### src/rtl/ddr5_cmd_issuer.sv
// rtl/ddr5_cmd_issuer.sv - in-order open-page DDR5 command issuer with per-bank open-row tracking
module ddr5_cmd_issuer #(
    parameter int T_RCD   = 39,
    parameter int T_RP    = 39,
    parameter int T_RAS   = 76,
    parameter int T_CL    = 40,
    parameter int T_CWL   = 38,
    parameter int T_BURST = 8
) (
    input  logic        clock,
    input  logic        reset,
    input  logic        req_valid,
    output logic        req_ready,
    input  logic [1:0]  req_op,
    input  logic [2:0]  req_bg,
    input  logic [1:0]  req_bank,
    input  logic [15:0] req_row,
    input  logic [9:0]  req_col,
    output logic        cmd_valid,
    output logic [2:0]  cmd_code,
    output logic [2:0]  cmd_bg,
    output logic [1:0]  cmd_bank,
    output logic [15:0] cmd_row,
    output logic [9:0]  cmd_col,
    output logic        done,
    output logic        busy
);

    if (T_RCD < 1 || T_RCD > 255 || T_RP < 1 || T_RP > 255 || T_RAS < 1 || T_RAS > 255 ||
        T_CL < 1 || T_CL > 255 || T_CWL < 1 || T_CWL > 255 || T_BURST < 1 || T_BURST > 255) begin : g_param_check
        $error("ddr5_cmd_issuer: timing parameters must lie in 1..255");
    end

    localparam logic [2:0] CMD_NOP = 3'd0;
    localparam logic [2:0] CMD_ACT = 3'd1;
    localparam logic [2:0] CMD_RD  = 3'd2;
    localparam logic [2:0] CMD_WR  = 3'd3;
    localparam logic [2:0] CMD_PRE = 3'd4;

    // Counters are loaded with delay-1 on the command edge and fire when they reach zero.
    localparam logic [7:0] RCD_M1   = 8'(T_RCD - 1);
    localparam logic [7:0] RP_M1    = 8'(T_RP - 1);
    localparam logic [7:0] CL_M1    = 8'(T_CL - 1);
    localparam logic [7:0] CWL_M1   = 8'(T_CWL - 1);
    localparam logic [7:0] BURST_M2 = 8'(T_BURST - 2);
    localparam bit         BURST_ONE = (T_BURST == 1);

    typedef enum logic [2:0] {
        S_IDLE,
        S_ISSUE,
        S_WAIT_RAS,
        S_WAIT_RP,
        S_WAIT_RCD,
        S_WAIT_DATA,
        S_DONE
    } state_t;

    state_t      state;
    state_t      next_state;
    logic [1:0]  lat_op;
    logic [2:0]  lat_bg;
    logic [1:0]  lat_bank;
    logic [15:0] lat_row;
    logic [9:0]  lat_col;
    logic [31:0] row_valid;
    logic [15:0] row_tab [32];
    logic [7:0]  ras_cnt;
    logic [7:0]  wait_cnt;
    logic [7:0]  cnt_next;
    logic        burst_phase;
    logic        phase_next;
    logic [2:0]  cmd_sel;
    logic [4:0]  idx;
    logic        row_open;
    logic        row_hit;
    logic [8:0]  ras_elapsed;
    logic        ras_ok;
    logic [2:0]  rw_code;
    logic [7:0]  rw_lat_m1;

    assign idx         = {lat_bg, lat_bank};
    assign row_open    = row_valid[idx];
    assign row_hit     = row_open && (row_tab[idx] == lat_row);
    // The counter holds cycles-since-ACT minus one, so add one before comparing.
    assign ras_elapsed = {1'b0, ras_cnt} + 9'd1;
    assign ras_ok      = ras_elapsed >= 9'(T_RAS);
    assign rw_code     = (lat_op == 2'd1) ? CMD_WR : CMD_RD;
    assign rw_lat_m1   = (lat_op == 2'd1) ? CWL_M1 : CL_M1;

    always_comb begin
        next_state = state;
        cmd_sel    = CMD_NOP;
        cnt_next   = (wait_cnt != 8'd0) ? wait_cnt - 8'd1 : 8'd0;
        phase_next = burst_phase;
        done       = 1'b0;
        case (state)
            S_IDLE: begin
                if (req_valid) begin
                    next_state = S_ISSUE;
                end
            end
            S_ISSUE: begin
                if (!row_open) begin
                    cmd_sel    = CMD_ACT;
                    cnt_next   = RCD_M1;
                    next_state = S_WAIT_RCD;
                end else if (row_hit) begin
                    cmd_sel    = rw_code;
                    cnt_next   = rw_lat_m1;
                    phase_next = 1'b0;
                    next_state = S_WAIT_DATA;
                end else if (ras_ok) begin
                    cmd_sel    = CMD_PRE;
                    cnt_next   = RP_M1;
                    next_state = S_WAIT_RP;
                end else begin
                    next_state = S_WAIT_RAS;
                end
            end
            S_WAIT_RAS: begin
                if (ras_ok) begin
                    cmd_sel    = CMD_PRE;
                    cnt_next   = RP_M1;
                    next_state = S_WAIT_RP;
                end
            end
            S_WAIT_RP: begin
                if (wait_cnt == 8'd0) begin
                    cmd_sel    = CMD_ACT;
                    cnt_next   = RCD_M1;
                    next_state = S_WAIT_RCD;
                end
            end
            S_WAIT_RCD: begin
                if (wait_cnt == 8'd0) begin
                    cmd_sel    = rw_code;
                    cnt_next   = rw_lat_m1;
                    phase_next = 1'b0;
                    next_state = S_WAIT_DATA;
                end
            end
            S_WAIT_DATA: begin
                // Phase 0 covers CL/CWL, phase 1 the burst; this keeps every counter at 8 bits.
                if (wait_cnt == 8'd0) begin
                    if (burst_phase || BURST_ONE) begin
                        next_state = S_DONE;
                    end else begin
                        phase_next = 1'b1;
                        cnt_next   = BURST_M2;
                    end
                end
            end
            S_DONE: begin
                done       = 1'b1;
                next_state = S_IDLE;
            end
            default: begin
                next_state = S_IDLE;
            end
        endcase
    end

    always_ff @(posedge clock or posedge reset) begin
        if (reset) begin
            state       <= S_IDLE;
            lat_op      <= 2'd0;
            lat_bg      <= 3'd0;
            lat_bank    <= 2'd0;
            lat_row     <= 16'd0;
            lat_col     <= 10'd0;
            row_valid   <= 32'd0;
            ras_cnt     <= 8'hFF;
            wait_cnt    <= 8'd0;
            burst_phase <= 1'b0;
        end else begin
            state       <= next_state;
            wait_cnt    <= cnt_next;
            burst_phase <= phase_next;
            if (state == S_IDLE && req_valid) begin
                lat_op   <= req_op;
                lat_bg   <= req_bg;
                lat_bank <= req_bank;
                lat_row  <= req_row;
                lat_col  <= req_col;
            end
            if (cmd_sel == CMD_ACT) begin
                ras_cnt        <= 8'd0;
                row_valid[idx] <= 1'b1;
            end else begin
                if (ras_cnt != 8'hFF) begin
                    ras_cnt <= ras_cnt + 8'd1;
                end
                if (cmd_sel == CMD_PRE) begin
                    row_valid[idx] <= 1'b0;
                end
            end
        end
    end

    // Row contents are only meaningful under their valid bit, so they need no reset.
    always_ff @(posedge clock) begin
        if (cmd_sel == CMD_ACT) begin
            row_tab[idx] <= lat_row;
        end
    end

    assign req_ready = (state == S_IDLE) && !reset;
    assign busy      = (state != S_IDLE);
    assign cmd_valid = (cmd_sel != CMD_NOP);
    assign cmd_code  = cmd_sel;
    assign cmd_bg    = cmd_valid ? lat_bg : 3'd0;
    assign cmd_bank  = cmd_valid ? lat_bank : 2'd0;
    assign cmd_row   = (cmd_sel == CMD_ACT) ? lat_row : 16'd0;
    assign cmd_col   = (cmd_sel == CMD_RD || cmd_sel == CMD_WR) ? lat_col : 10'd0;

endmodule
### config.mk
export PLATFORM = sky130hd
export DESIGN_NAME = ddr5_cmd_issuer
export DESIGN_NICKNAME = d
export VERILOG_FILES = /design/src/rtl/ddr5_cmd_issuer.sv
export SDC_FILE = /design/constraint.sdc
export NUM_CORES = 1
export LEC_CHECK = 0
export BUFFER_PORTS_ARGS = -buffer_cell sky130_fd_sc_hd__buf_2
export CAP_MARGIN = 20
export CORE_ASPECT_RATIO = 1.5
export CORE_UTILIZATION = 58
export CTS_BUF_LIST = sky130_fd_sc_hd__clkbuf_8
export CTS_CLUSTER_DIAMETER = 120
export DETAILED_ROUTE_END_ITERATION = 8
export HOLD_SLACK_MARGIN = 0.1
export PLACE_DENSITY = 0.78
export SLEW_MARGIN = 20
export SYNTH_ARGS = -nofsm -noshare
export SYNTH_HDL_FRONTEND = slang
export SYNTH_SLANG_ARGS = --single-unit
### constraint.sdc
create_clock -name clock -period 4.8 [get_ports clock]
set_input_delay 1.2 -clock clock [delete_from_list [all_inputs] [get_ports clock]]
set_output_delay 1.2 -clock clock [all_outputs]
set_load 0.05 [all_outputs]
==> results of run 1 <==
-- flip-flops by register name, indices dropped and copies added (netlist names), 3 cells and up, named ones only --
name	flops
lat_col	10
row_tab	512
lat_bg	3
wait_cnt	8
ras_cnt	8
lat_row	16
state	3
-- repair_timing --
action                     CTS  global route
pin swaps                   35            40
gates cloned                 9             2
gates resized for setup    175           128
setup buffers               42            34
setup endpoints to repair  156           206
-- power by group --
| group | total, mW | leakage (nW) | internal (mW) | switching [mW] |
|---|---|---|---|---|
| clock | 3.63 | 0.805 | 1.70 | 1.93 |
| sequential | 5.55 | 4.67 | 5.55 | 0 |
| combinational | 0.0296 | 4.15 | 0.0108 | 0.0187 |
| total | 9.21 | 9.62 | 7.26 | 1.95 |
-- critical path, delay by kind of cell, from the launching register on --
family / cells / cell delay (ns)
buf+inv: 7 / 1.33
simple gates: 6 / 1.14
compound gates: 3 / 1.01
flops: 1 / 0.46
-- cell type report --
class	instances	area, µm²	share of cell area (%)
well taps	564	705.7	2.292
clock buffers	78	1074	3.487
flip-flops and latches	597	17520	56.91
inverters	36	140.1	0.4552
diodes	1	2.502	0.008128
clock inverters	64	367.9	1.195
repair buffers	311	3274	10.64
multi-input cells	831	7704	25.02
-- cell usage after synthesis, types with 19 or more instances --
library cell    n
a21oi_1        30
and2_1         19
buf_2          43
clkbuf_1       41
dfrtp_1        77
edfxtp_1      512
inv_1          34
mux2_2         32
mux2i_1       258
nand2_1        36
nor2_1         42
nor4_1         44
o22ai_1       155
-- through the flow --
stage               instances  instance area [µm²]  worst slack (ns)  power [mW]
floorplan                1563                24630         -0.005044       5.677
global placement         2255                26960           -0.4614       5.695
detailed placement       2255                26960           -0.4352       5.696
CTS                      2448                29790           -0.6370       9.179
global route             2482                30790            -1.071       9.413
finish                   2482                30790            -1.004       9.210
-- routing by layer --
layer  routed length [µm]  share of wire (%)  vias to the layer above  GRT usage, %
met5                    0                  0                        -             0
met4                 6173                8.0                        0         25.87
met3                 8159                 11                      408         6.300
met2                38100                 50                     1499         57.33
met1                24540                 32                     8324         38.11
li1                     -                  -                     6802             -
-- worst min-delay path by stage --
stage                     endpoint  slack, ns  cells past startpoint
after floorplan               flop       0.44                      1
after global placement        flop       0.45                      1
after detailed placement      flop       0.46                      1
after CTS                     flop       0.48                      1
after global routing          flop       0.49                      1
final                         flop       0.47                      1
-- cell families (layout without fill, tap and decap cells) --
family | count (synthesis) | in the layout | share of synthesized area (%)
AOI/OAI and AO/OA | 279 | 280 | 7.681
xor gates and xnor gates | 7 | 7 | 0.2489
adders and majority gates | 3 | 3 | 0.1524
buffers and inverters | 136 | 489 | 2.565
DFF | 597 | 597 | 71.10
muxes | 298 | 298 | 12.68
other | 0 | 1 | 0
and+or+nand+nor | 243 | 243 | 5.578
==> reports/metrics.yaml, run 1 <==
slew_violations: 0
cts_hold_buf: 0
cts_max_level: 3
r2r_cells: 21
path_common_cell: "buf_4"
final_core_util_pct: 73.48
antenna_found_initial: 1
crit_start: "lat_bg[0]"
placeableCoreArea_um2: 41900
max_slew_margin_pct: 36.59
cp.required_ns: 3.60
die_w_um: 170.3
yosysWarnings: 0
fmax_ghz: 0.1723
maxCapViolations: 0
syn_area_per_cell_um2: 15.76
finalHoldViolCount: 0
critical_path.startpoint_type: "flop"
synthCells: 1563
drive_above_1_share_pct: 33.44
clock_path_buffers: 3
final_cell_mix: "edfxtp_1, mux2i_1, buf_4"
io_pins: 74
cp-endpoint: "cmd_col[4]"
r2r-end: "row_tab[15][5]"
finalCritPeriodShare_pct: 120.9
rsz0062_at_grt: "yes"
grt-ovfl-total: 0
hold_class: "reg2reg"
synthTopCellsByArea: "edfxtp_1, mux2i_1, dfrtp_1"
setup_ws_ns: -1.004
ys_ff_latch: 597
worst_pin_slew_ns: 0.9512
leakagePower_nw: 9.619
clock_latency_ns: 0.69
grt_pass1_wl_um: 104600
synth-main-ff-cell: "edfxtp_1"
yosysTopAreaCell: "edfxtp_1"
wl_um: 76970
totalNegativeSetupSlack_ns: -54.68
wl_per_cell_um: 31.01
ir_worst_vdd_v: 0.0002772
grt_pass1_vias: 16659
regToRegSetupSlack_ns: -0.24
cp_max_fo: 11
mappedNetlistNets: 1602
seq_area_frac_synth_pct: 71.10
first_pass_iters: 9
drtIter0Drc: 2093
cts_buffers: 78
clock-skew-final_ns: 0.03353
dp_hpwl_um: 43710
area_growth_pct: 25.00
finalNetCount: 1894
root_buffer: "clkbuf_8"
post_drt_via_cell_ratio: 6.863
place_congestion: 0.9493
cts_tree: "done"
num_vias: 17033
p_per_area_nw_per_um2: 299.1
grt_max_degree: 53
crit_chain: "buf_6 > buf_4 > nand4b_1 > buf_12 > buf_4 > o22ai_1 > buf_4 > nor4_2 > buf_4 > and3_1 > a211oi_2 > nand4b_4 > nor3_1 > a41oi_2 > nor2b_1 > buf_4"
final_common_cell: "edfxtp_1"
violations: "DRC, setup timing"
slowest_delay_ns: 0.54
fin_crit_ns: 5.804
grtUsageTotal_pct: 33.89
dieHeight_um: 254.4
crit_path_top_delay_cell: "o22ai_1"
synth_top_cell_area_share_pct: 62.42
synth-edff-count: 512
status: "finished, violations left"
yosysUniqueCellTypes: 67
worst_ep_arrival_time_ns: 4.60
final_antenna_net_count: 0
end_kind: "output pin"
rows: 92
setup_violations: 275
start_util_pct: 58.79
synthesis.area_um2: 24630
die_area_um2: 43310
fillCellCount: 2301
synthArstFlopShare_pct: 14.24
clkTransAtPathRegs_ns: 0.06
portBuffers: 73
hold_slack_ns: 0.4731
regToRegStartpoint: "lat_bg[0]"
clock_sinks: 597
crit_type: "reg2out"
drc: 1
No activity file was read; power rests on OpenSTA's default activity.
==> inputs of run 2 (changes only) <==
CORE_ASPECT_RATIO = unset   (was 1.5)
CORE_UTILIZATION = 55   (was 58)
==> run 2 against run 1 <==
- the flow finishes with violations (setup timing)
- die area grew 5.4%
- wire length shrank 9.2%
- clock power up 8.8%
- sequential share of layout area is 0.22 points higher
- register-to-register slack improved by 0.42 ns
- sequential power is essentially flat
- clock-buffer cell count rose by 19
- critical path depth is 1 lower
- largest power group unchanged
==> reports/metrics.yaml, run 2 (synthesis gave the netlist of run 1 again) <==
rows: 77
largest_reg_flops: 512
violations: "setup timing"
clock_sinks: 597
hold_class: "reg2reg"
clkTransAtPathRegs_ns: 0.06
top_regs: "row_tab (512), lat_row (16), lat_col (10)"
grt_max_degree: 57
start_util_pct: 55.70
cts_buffers: 88
finalNetCount: 1926
critical_path.startpoint_type: "flop"
final_cell_mix: "edfxtp_1, mux2i_1, buf_4"
instances_no_fill: 2551
grt_pass1_wl_um: 99630
diodes: 0
regMostFlops: "row_tab"
worst_ep_arrival_time_ns: 4.49
max_slew_margin_pct: 40.50
placed_cell_area_um2: 27190
fin_area_um2: 30670
finalCritPeriodShare_pct: 118.6
dieHeight_um: 213.6
final_common_cell: "edfxtp_1"
grt_pass1_vias: 16080
wl_um: 69880
drc: 0
leakagePower_nw: 9.684
setup_violations: 19
cp.required_ns: 3.60
wl_per_cell_um: 27.39
finalHoldViolCount: 0
cts_tree: "done"
maxCapViolations: 0
drtIter0Drc: 1751
grtUsageTotal_pct: 30.24
rsz0062_at_grt: "yes"
end_kind: "output pin"
fin_crit_ns: 5.693
first_pass_iters: 5
placeableCoreArea_um2: 44220
status: "finished, violations left"
fmax_ghz: 0.1757
post_drt_via_cell_ratio: 6.451
setup_ws_ns: -0.8931
post-place-ws_ns: -0.3687
cts_hold_buf: 0
dp_cells: 2319
cts_max_level: 3
place_congestion: 0.9215
area_growth_pct: 24.51
cp_max_fo: 7
io_pins: 74
die_area_um2: 45630
clock_path_buffers: 3
fillCellCount: 2582
slew_violations: 0
final_antenna_net_count: 0
drive_above_1_share_pct: 32.11
clock-skew-final_ns: 0.03302
worst_pin_slew_ns: 0.8926
dp_hpwl_um: 42100
die_w_um: 213.6
root_buffer: "clkbuf_8"
p_per_area_nw_per_um2: 311.1
clock_latency_ns: 0.68
num_vias: 16457
portBuffers: 73
antenna_found_initial: 0
ir_worst_vdd_v: 0.0002525
crit_type: "reg2out"
grt-ovfl-total: 0
-- run 2: changes by cell type in the layout (fill, tap and decap cells not counted), sizes merged --
cell      before  now
clkbuf        80  100
diode          1    0
buf          307  330
bufbuf         2    1
bufinv         3    2
a211oi        13   12
inv           58   61
clkinv        33   35
clkinvlp       6    3
-- run 2: worst max-delay path: stages, from the launching register on --
cell	delay, ns
dfrtp_4	0.53
buf_12	0.16
buf_12	0.13
buf_12	0.13
buf_4	0.14
mux2i_1	0.11
o22ai_1	0.49
nor4_2	0.12
and3_1	0.25
nor4_4	0.33
nand4_1	0.29
buf_4	0.25
or2_4	0.23
a31o_4	0.30
a21boi_2	0.16
buf_6	0.18
-- run 2: metrics by stage --
| stage | util (%) | hold WS, ns | total power [mW] | setup TNS, ns |
|---|---|---|---|---|
| final | 69.35 | 0.4833 | 9.541 | -14.63 |
| after global routing | 69.35 | 0.4928 | 9.794 | -16.48 |
| after CTS | 67.17 | 0.4772 | 9.537 | -10.02 |
| after detailed placement | 61.49 | 0.4625 | 5.698 | -5.463 |
| after global placement | 61.49 | 0.4527 | 5.697 | -3.307 |
| after floorplan | - | 0.4443 | 5.677 | -0.3186 |
-- run 2: area by class of cell --
type,count,area (µm²),share of cell area [%]
well taps,592,740.7,2.415
inverters,36,136.4,0.4447
flip-flops and latches,597,17520,57.13
clock inverters,65,364.1,1.187
clock buffers,97,1335,4.353
multi-input cells,830,7361,24.00
repair buffers,334,3212,10.47
-- run 2: report_power, final --
group / internal (mW) / switching (mW) / total [mW]
sequential: 5.56 / 0 / 5.56
clock: 1.98 / 1.97 / 3.95
combinational: 0.0125 / 0.0200 / 0.0325
total: 7.55 / 1.99 / 9.54
-- run 2: final timing paths --
check                            startpoint               to  slack [ns]  cells after the start
min in group asynchronous             reset       lat_row[7]        0.53                      2
max in group asynchronous             reset      lat_bank[1]        3.22                      4
worst max-delay path            lat_bank[1]        cmd_bg[2]       -0.89                     15
worst min register to register         flop             flop        0.48                      1
worst min-delay path                   flop             flop        0.48                      1
worst max register to register  lat_bank[1]  row_tab[14][12]        0.18                     17
-- run 2: per-layer routing --
metal,wire length [µm],track usage (%)
met1,25100,39.18
met4,3501,16.23
met3,7929,6.605
met5,0,0
met2,33340,48.03
-- run 2: repair_timing --
item,in CTS,in global routing
setup buffers,18,49
cloned,2,3
setup endpoints to repair,35,35
pin swaps,25,49
resized for setup,131,107
